$ cat src/rtl/ctrl_sequencer.sv
`default_nettype none
// ============================================================================
// Module   : ctrl_sequencer
// Brief    : Registered control-word sequencer (boot, exception/interrupt
//            entry, HLT parking, control-hazard field override).
// Revision : 1.0 - initial release
// ============================================================================
module ctrl_sequencer #(
    parameter int               OPC_W       = 7,
    parameter int               SIG_W       = 41,
    parameter int               EXC_N       = 4,
    parameter logic [OPC_W-1:0] HLT_OPC     = 7'b1100001,
    parameter logic [SIG_W-1:0] NOP_WORD    = 41'h000_0033_83A1,
    parameter logic [SIG_W-1:0] BOOT_WORD   = 41'h000_0F83_3823,
    parameter logic [SIG_W-1:0] PUSHPC_WORD = 41'h00E_0003_383B,
    parameter logic [SIG_W-1:0] PUSHFL_WORD = 41'h00E_0003_383F,
    parameter logic [SIG_W-1:0] VEC_WORD    = 41'h040_0003_3823,
    parameter int               HAZ_LSB     = 24,
    parameter int               HAZ_W       = 8,
    parameter logic [HAZ_W-1:0] HAZ_VAL     = 8'h47,
    localparam int              CW          = $clog2(EXC_N + 1)
) (
    input  logic             clk,
    input  logic             reset,
    input  logic             hold,
    input  logic [OPC_W-1:0] opcode,
    input  logic [SIG_W-1:0] dec_word,
    input  logic             ctrl_haz,
    input  logic [EXC_N-1:0] exc_req,
    input  logic             intr,
    output logic [SIG_W-1:0] signals,
    output logic [CW-1:0]    exc_cause,
    output logic [EXC_N-1:0] exc_ack,
    output logic             fetch_hold,
    output logic             halted
);

    localparam logic [CW-1:0] C_CAUSE_INTR = CW'(EXC_N);

    typedef enum logic [2:0] {
        S_BOOT = 3'd0,
        S_RUN  = 3'd1,
        S_ENT0 = 3'd2,
        S_ENT1 = 3'd3,
        S_ENT2 = 3'd4,
        S_HALT = 3'd5
    } state_t;

    state_t           r_state;
    state_t           w_state_nxt;
    logic             r_intr_q;
    logic             r_intr_pend;
    logic             w_intr_edge;
    logic             w_pend_clr;
    logic [CW-1:0]    w_exc_idx;
    logic [SIG_W-1:0] w_haz_word;
    logic [SIG_W-1:0] w_signals_nxt;
    logic [CW-1:0]    w_cause_nxt;
    logic [EXC_N-1:0] w_ack_nxt;
    logic             w_fetch_hold_nxt;
    logic             w_halted_nxt;

    assign w_intr_edge = intr & ~r_intr_q;

    // Lowest set request bit wins; scanning downward leaves the lowest index.
    always_comb begin
        w_exc_idx = '0;
        for (int i = EXC_N - 1; i >= 0; i--) begin
            if (exc_req[i]) begin
                w_exc_idx = CW'(i);
            end
        end
    end

    always_comb begin
        w_haz_word = dec_word;
        if (ctrl_haz) begin
            w_haz_word[HAZ_LSB +: HAZ_W] = HAZ_VAL;
        end
    end

    always_comb begin
        w_state_nxt      = r_state;
        w_signals_nxt    = signals;
        w_cause_nxt      = exc_cause;
        w_ack_nxt        = '0;
        w_fetch_hold_nxt = fetch_hold;
        w_halted_nxt     = halted;
        w_pend_clr       = 1'b0;

        case (r_state)
            S_BOOT: begin
                w_state_nxt      = S_RUN;
                w_signals_nxt    = w_haz_word;
                w_fetch_hold_nxt = 1'b0;
            end
            S_RUN, S_HALT: begin
                if (|exc_req) begin
                    w_state_nxt      = S_ENT0;
                    w_signals_nxt    = PUSHPC_WORD;
                    w_cause_nxt      = w_exc_idx;
                    w_fetch_hold_nxt = 1'b1;
                    w_halted_nxt     = 1'b0;
                end else if (r_intr_pend) begin
                    w_state_nxt      = S_ENT0;
                    w_signals_nxt    = PUSHPC_WORD;
                    w_cause_nxt      = C_CAUSE_INTR;
                    w_fetch_hold_nxt = 1'b1;
                    w_halted_nxt     = 1'b0;
                    w_pend_clr       = 1'b1;
                end else if (r_state == S_HALT) begin
                    w_signals_nxt = NOP_WORD;
                end else if (opcode == HLT_OPC) begin
                    w_state_nxt      = S_HALT;
                    w_signals_nxt    = dec_word;
                    w_fetch_hold_nxt = 1'b1;
                    w_halted_nxt     = 1'b1;
                end else begin
                    w_signals_nxt    = w_haz_word;
                    w_fetch_hold_nxt = 1'b0;
                end
            end
            S_ENT0: begin
                w_state_nxt   = S_ENT1;
                w_signals_nxt = PUSHFL_WORD;
            end
            S_ENT1: begin
                w_state_nxt   = S_ENT2;
                w_signals_nxt = VEC_WORD;
            end
            S_ENT2: begin
                w_state_nxt      = S_RUN;
                w_signals_nxt    = NOP_WORD;
                w_fetch_hold_nxt = 1'b0;
                if (exc_cause != C_CAUSE_INTR) begin
                    w_ack_nxt = EXC_N'(1) << exc_cause;
                end
            end
            default: begin
                w_state_nxt = S_BOOT;
            end
        endcase
    end

    always_ff @(posedge clk) begin
        if (reset) begin
            r_state     <= S_BOOT;
            signals     <= BOOT_WORD;
            exc_cause   <= '0;
            exc_ack     <= '0;
            fetch_hold  <= 1'b1;
            halted      <= 1'b0;
            r_intr_q    <= 1'b0;
            r_intr_pend <= 1'b0;
        end else begin
            r_intr_q <= intr;
            // A fresh edge beats a simultaneous clear.
            r_intr_pend <= w_intr_edge | (r_intr_pend & ~(w_pend_clr & ~hold));
            if (hold) begin
                exc_ack <= '0;
            end else begin
                r_state    <= w_state_nxt;
                signals    <= w_signals_nxt;
                exc_cause  <= w_cause_nxt;
                exc_ack    <= w_ack_nxt;
                fetch_hold <= w_fetch_hold_nxt;
                halted     <= w_halted_nxt;
            end
        end
    end

endmodule
`default_nettype wire

$ cat config.mk
export PLATFORM = sky130hd
export DESIGN_NAME = ctrl_sequencer
export DESIGN_NICKNAME = d
export VERILOG_FILES = /design/src/rtl/ctrl_sequencer.sv
export SDC_FILE = /design/constraint.sdc
export NUM_CORES = 1
export LEC_CHECK = 0
export CORE_MARGIN = 5
export CORE_UTILIZATION = 45
export CTS_CLUSTER_SIZE = 25
export DETAILED_ROUTE_END_ITERATION = 8
export DONT_BUFFER_PORTS = 1
export GPL_TIMING_DRIVEN = 0
export HOLD_SLACK_MARGIN = 0.08
export PLACE_DENSITY = 0.61
export REMOVE_ABC_BUFFERS = 1
export SETUP_SLACK_MARGIN = 0.4
export SKIP_CTS_REPAIR_TIMING = 1
export SYNTH_ARGS = -nofsm -noshare
export SYNTH_HDL_FRONTEND = slang
export SYNTH_SLANG_ARGS = --single-unit
$ cat constraint.sdc
create_clock -name clk -period 2.4 [get_ports clk]
set_input_delay 0.48 -clock clk [delete_from_list [all_inputs] [get_ports clk]]
set_output_delay 0.48 -clock clk [all_outputs]
set_load 0.02 [all_outputs]
==> metrics.csv, run 1 <==
metric;value;unit
outcome;complete, no violations;
Post-Place Setup Slack;-374;ps
PD cells;749;nW/um2
antenna-violating nets left;0;
Die Span X;80.1;um
first-pass GRT wire length;8070;um
#FFs+latches synth;55;
syn_area_per_cell;9.14;um2
Setup Viol. Count Final;0;
most common cell in the synthesized netlist;dfxtp_1;
EDFF count, synth;0;
Final Util;0.493;
Routed WL per cell;17.2;um
drt drc;0;
synth warn;0;
total power;1.75;mW
P_int;1.25;mW
sequential cell fraction of total power;0.619;
type of element capturing the critical path;register;
non-filler cells in the finished layout;302;
top_reg_cell synth;dfxtp_1;
starting DRC count in detailed routing;61;
core area;4750;um2
1st-pass router iterations;4;
fraction of registers with async set or reset after synthesis;0;
Initial Util;0.465;
vias in the first global route;1677;
CTS buffer count;5;
Clk pwr share;0.294;
TritonCTS clock tree;done;
area leader, netlist;dfxtp_1;
clk sinks;55;
Sw Share;0.288;
Final nets;291;
HPWL Detailed;3750;um
routability cong.;0.715;
Worst Skew;10.4;ps
Pleak;0.828;nW
Max Cap Viol;0;
period utilisation layout;0.758;
number of antenna violations at the first check in global routing;0;
Synth area leaders;dfxtp_1, a21oi_1, nand2_1;
Clock transition at path regs;100;ps
Ports;107;
CP Launch Type;register;
synthesis-to-layout area growth;5.88;%
Vias;1736;
# fillers;492;
Synth cell types;43;
grt ovf;0;
Buffers on Ports;0;
FP Rows;25;
n_diodes;0;
Routed WL;5180;um
Die ar.;6420;um2
worst-margin pin slew;737;ps
maximum VDD drop;0.399;mV
post-layout min period;1820;ps
post-synthesis cell count;242;
Clock Tree Buf Depth;2;
Worst-Skew Late Latency;310;ps
share of Yosys cell area claimed by the top area cell type;0.498;
P_sw;504;uW
Final WS setup;581;ps
Critical Path AT;2030;ps
data required time of the worst path;2610;ps
Peak Freq;0.550;GHz
Comb pwr share;0.087;
Final Hold Viols;0;
Die Height;80.1;um
largest net degree at the start of global routing;33;
top post-synthesis cells by count;dfxtp_1, nand2_1, nor2_1;
Post-Syn Area;2210;um2
Setup TNS Final;0;ps
Slew Viols, Final;0;
Seq/Total Area, Yosys;0.498;
crit path kind;register to register;
H-tree level count;2;
Total GRT Usage;0.158;
unrepaired setup endpoints after global routing;false;
Max-slew headroom;0.505;
clk root buf;clkbuf_8;
share of cells above drive strength 1;0.0936;
Hold/Removal Path Class;input pin to register;
routed vias/inst;5.75;
Cells after DPL;293;
critical-path maximum fanout;15;
==> cell families after synthesis <==
kind of cell	Yosys count	synth area share
XOR/XNOR	1	0.00396
AO/OA/AOI/OAI	81	0.256
AND/OR/NAND/NOR	85	0.199
flip-flops	55	0.498
buffers and inverters	18	0.0351
multiplexers	2	0.00905
==> worst paths after layout <==
path                                              start                        to  slack, ps  cells after the start
worst min-delay path                              reset   r_state[1]$_SDFFE_PP0P_        220                      1
worst max-delay path            r_state[2]$_SDFFE_PP0P_  signals[18]$_SDFFE_PP0P_        580                      4
worst max register to register  r_state[2]$_SDFFE_PP0P_  signals[18]$_SDFFE_PP0P_        580                      4
worst min register to register      r_intr_q$_SDFF_PP0_    r_intr_pend$_SDFF_PP0_        470                      2
==> final cells by class <==
class / instances / area (um2) / share of cell area
clock buffer: 6 / 72.6 / 0.0310
sequential: 55 / 1100 / 0.471
inverter: 2 / 7.51 / 0.00321
timing repair buffer: 1 / 7.51 / 0.00321
tap: 67 / 83.8 / 0.0358
clock inverter: 2 / 16.3 / 0.00694
multi-input combinational: 169 / 1050 / 0.449
==> critical path: stages (launching register included) <==
cell and delay [ps]:
dfxtp_1 470, a21oi_2 630, nor2_4 160, buf_4 220, a22o_1 230
==> metrics by stage <==
step | hold slack, ps | cell area (um2)
floorplan | 456 | 2140
global placement | 472 | 2230
detailed placement | 472 | 2230
CTS | 217 | 2310
global route | 203 | 2340
finish | 223 | 2340
==> metal layers <==
| metal | wire [um] | track usage |
|---|---|---|
| met2 | 2200 | 0.238 |
| met4 | 53 | 0.0456 |
| met3 | 721 | 0.0841 |
| met1 | 2210 | 0.194 |
| met5 | 0 | 0 |
==> cell usage in the layout (no fill, tap or decap), types with 2 or more instances in the layout <==
cell / count
nand3b_1: 3
nand2_1: 28
inv_1: 2
a211oi_1: 9
clkbuf_8: 5
nor3b_1: 2
a22o_1: 11
a2111o_1: 3
o21ai_1: 6
o21ai_0: 12
nand2b_1: 5
nor2b_1: 3
nor3_1: 6
mux2i_1: 2
dfxtp_2: 2
nor4_1: 2
a21o_1: 2
a221oi_1: 2
o22a_1: 4
o211ai_1: 3
dfxtp_1: 53
o31ai_1: 2
nor2_1: 23
a21oi_1: 20
==> state kept, by name, indices dropped and copies added, names as in the netlist <==
name / cells
r_state: 3
fetch_hold: 1
r_intr_pend: 1
exc_ack: 4
signals: 41
exc_cause: 3
r_intr_q: 1
halted: 1
==> power by group through the flow <==
| stage | logic, mW | clock network, mW | registers, mW |
|---|---|---|---|
| floorplan | 0.124 | 0 | 1.09 |
| global placement | 0.147 | 0 | 1.11 |
| detailed placement | 0.150 | 0 | 1.11 |
| CTS | 0.151 | 0.531 | 1.09 |
| global route | 0.176 | 0.565 | 1.10 |
| finish | 0.152 | 0.516 | 1.09 |
Note: power is estimated with default switching activity, not from simulation.
==> run 2, diff against run 1 <==
--- a/config.mk
+++ b/config.mk
@@ -12,7 +12,7 @@
 export DONT_BUFFER_PORTS = 1
 export GPL_TIMING_DRIVEN = 0
 export HOLD_SLACK_MARGIN = 0.08
-export PLACE_DENSITY = 0.61
+export PLACE_DENSITY = 0.63
 export REMOVE_ABC_BUFFERS = 1
 export SETUP_SLACK_MARGIN = 0.4
 export SKIP_CTS_REPAIR_TIMING = 1
==> constraint.sdc (replaced) <==
create_clock -name clk -period 1.49 [get_ports clk]
set_input_delay 0.298 -clock clk [delete_from_list [all_inputs] [get_ports clk]]
set_output_delay 0.298 -clock clk [all_outputs]
set_load 0.02 [all_outputs]
==> run 2 against run 1 <==
Net effect: the run now ends with setup timing left; clock skew decreased by 4.6 ps; routed wire length increased by 20%; cell count increased by 10%; sequential power increased by 61%; design area increased by 29%; critical endpoint is now signals[20]$_SDFFE_PP0P_; clock power increased by 98%; die area unchanged; largest power group unchanged; first-iteration DRC count increased by 59%.
==> metrics.csv, run 2 (synthesis gave the netlist of run 1 again) <==
metric;value;unit;change
Final WS setup;-75.4;ps;-657 ps
type of element capturing the critical path;register;;
Critical-path top delay cell;or4_4;;
Clock Tree Buf Depth;2;;unchanged
non-filler cells in the finished layout;333;;+10%
data required time of the worst path;1730;ps;-880 ps
clk root buf;clkbuf_8;;
routed vias/inst;5.86;;+1.9%
first-pass GRT wire length;8280;um;+2.7%
Worst-Skew Late Latency;310;ps;about the same
H-tree level count;2;;unchanged
share of cells above drive strength 1;0.508;;+0.414
post-layout min period;1570;ps;
number of antenna violations at the first check in global routing;0;;unchanged
Cells after DPL;293;;unchanged
critical-path maximum fanout;6;;-9
Die Span X;80.1;um;unchanged
Pleak;1.07;nW;+29%
1st-pass router iterations;4;;unchanged
Max-slew headroom;0.422;;-0.0825
Clock transition at path regs;100;ps;about the same
Routed WL per cell;18.7;um;+8.9%
starting DRC count in detailed routing;97;;+59%
Post-Layout Inst Area;3010;um2;+29%
Buffers on Ports;0;;unchanged
final hold slack;87.6;ps;-136 ps
Worst Skew;5.81;ps;-4.60 ps
crit path kind;input pin to register;;
Max Cap Viol;0;;unchanged
R2R Path Start;r_state[1]$_SDFFE_PP0P_;;
Final Hold Viols;0;;unchanged
n_diodes;0;;unchanged
crit-path cells;or4_4, or2_4, a2111o_1, o21ai_1;;
Top Registers;signals (41), exc_ack (4);;
most common cell after layout, fill and taps aside;dfxtp_2;;
Total GRT Usage;0.164;;+0.00601
CTS buffer count;5;;unchanged
core area;4750;um2;unchanged
unrepaired setup endpoints after global routing;true;;
outcome;finished, violations left;;
Largest register FFs;41;;unchanged
synthesis-to-layout area growth;36.1;%;
Final nets;322;;+11%
CP Launch Type;input pin;;
Peak Freq;0.639;GHz;
PD cells;1070;nW/um2;+42%
drt drc;0;;unchanged
FP Rows;25;;unchanged
Ports;107;;unchanged
Die Height;80.1;um;unchanged
clk sinks;55;;unchanged
failing checks;setup timing;;
Slew Viols, Final;0;;unchanged
Post-Place Setup Slack;-1330;ps;-951 ps
Biggest register;signals;;
most frequent cells in the layout;dfxtp_2, nand2_1, nor2_1;;
period utilisation layout;1.05;;
vias in the first global route;1713;;+2.1%
grt ovf;0;;unchanged
Hold/Removal Path Class;input pin to register;;
HPWL Detailed;3770;um;+0.67%
routability cong.;0.722;;+0.99%
Vias;1951;;+12%
placed inst area;2230;um2;unchanged
worst-margin pin slew;864;ps;+126 ps
Setup Viol. Count Final;12;;+12
largest net degree at the start of global routing;33;;unchanged
Initial Util;0.465;;unchanged
antenna-violating nets left;0;;unchanged
hold path startpoint;reset;;
maximum VDD drop;0.738;mV;+85%
largest stage delay on the critical path;580;ps;-50 ps
Critical Path AT;1810;ps;-220 ps
TritonCTS clock tree;done;;
Die ar.;6420;um2;unchanged
Routed WL;6220;um;+20%
Worst Setup SP;exc_req[3];;
[run 2: final timing paths]
kind | slack [ps] | cells past startpoint | endpoint
worst min-delay path | 90 | 2 | signals[23]$_SDFFE_PP1P_
worst max-delay path | -80 | 4 | signals[20]$_SDFFE_PP0P_
worst min register to register | 480 | 2 | r_intr_pend$_SDFF_PP0_
worst max register to register | -70 | 5 | exc_cause[0]$_SDFFE_PP0P_
[run 2: metrics by stage]
| stage | util | TNS, ps | total power, mW |
|---|---|---|---|
| 2_1_floorplan | - | -15950 | 1.96 |
| 3_3_place_gp | 0.468 | -37870 | 2.02 |
| 3_5_place_dp | 0.468 | -37400 | 2.03 |
| 4_1_cts | 0.492 | -37910 | 3.03 |
| 5_1_grt | 0.633 | -1350 | 3.35 |
| 6_report | 0.633 | -690 | 3.21 |
[run 2: worst max-delay path, delay by kind of cell]
family             cells  cell delay, ps
AOI/OAI and AO/OA      2             630
and+or+nand+nor        2             870
[run 2: layer usage]
metal / up-vias / routed length, um / GRT usage
li1: 919 / - / -
met1: 927 / 2460 / 0.205
met2: 97 / 2890 / 0.245
met3: 8 / 809 / 0.0841
met4: 0 / 60 / 0.0507
met5: - / 0 / 0
[run 2: area by class of cell]
| type | count | area, um2 |
|---|---|---|
| timing repair buffer | 31 | 290 |
| fill | 397 | 1740 |
| sequential | 55 | 1180 |
| clock buffer | 5 | 68.8 |
| multi-input combinational | 170 | 1340 |
| clock inverter | 3 | 46.3 |
| inverter | 2 | 7.51 |
| tap | 67 | 83.8 |
[run 2: report_power, final]
| group | switching (mW) | leakage (nW) | internal, mW | total [mW] |
|---|---|---|---|---|
| combinational | 0.223 | 0.551 | 0.212 | 0.434 |
| clock | 0.511 | 0.0548 | 0.507 | 1.02 |
| sequential | 0.184 | 0.463 | 1.57 | 1.76 |
| total | 0.918 | 1.07 | 2.29 | 3.21 |
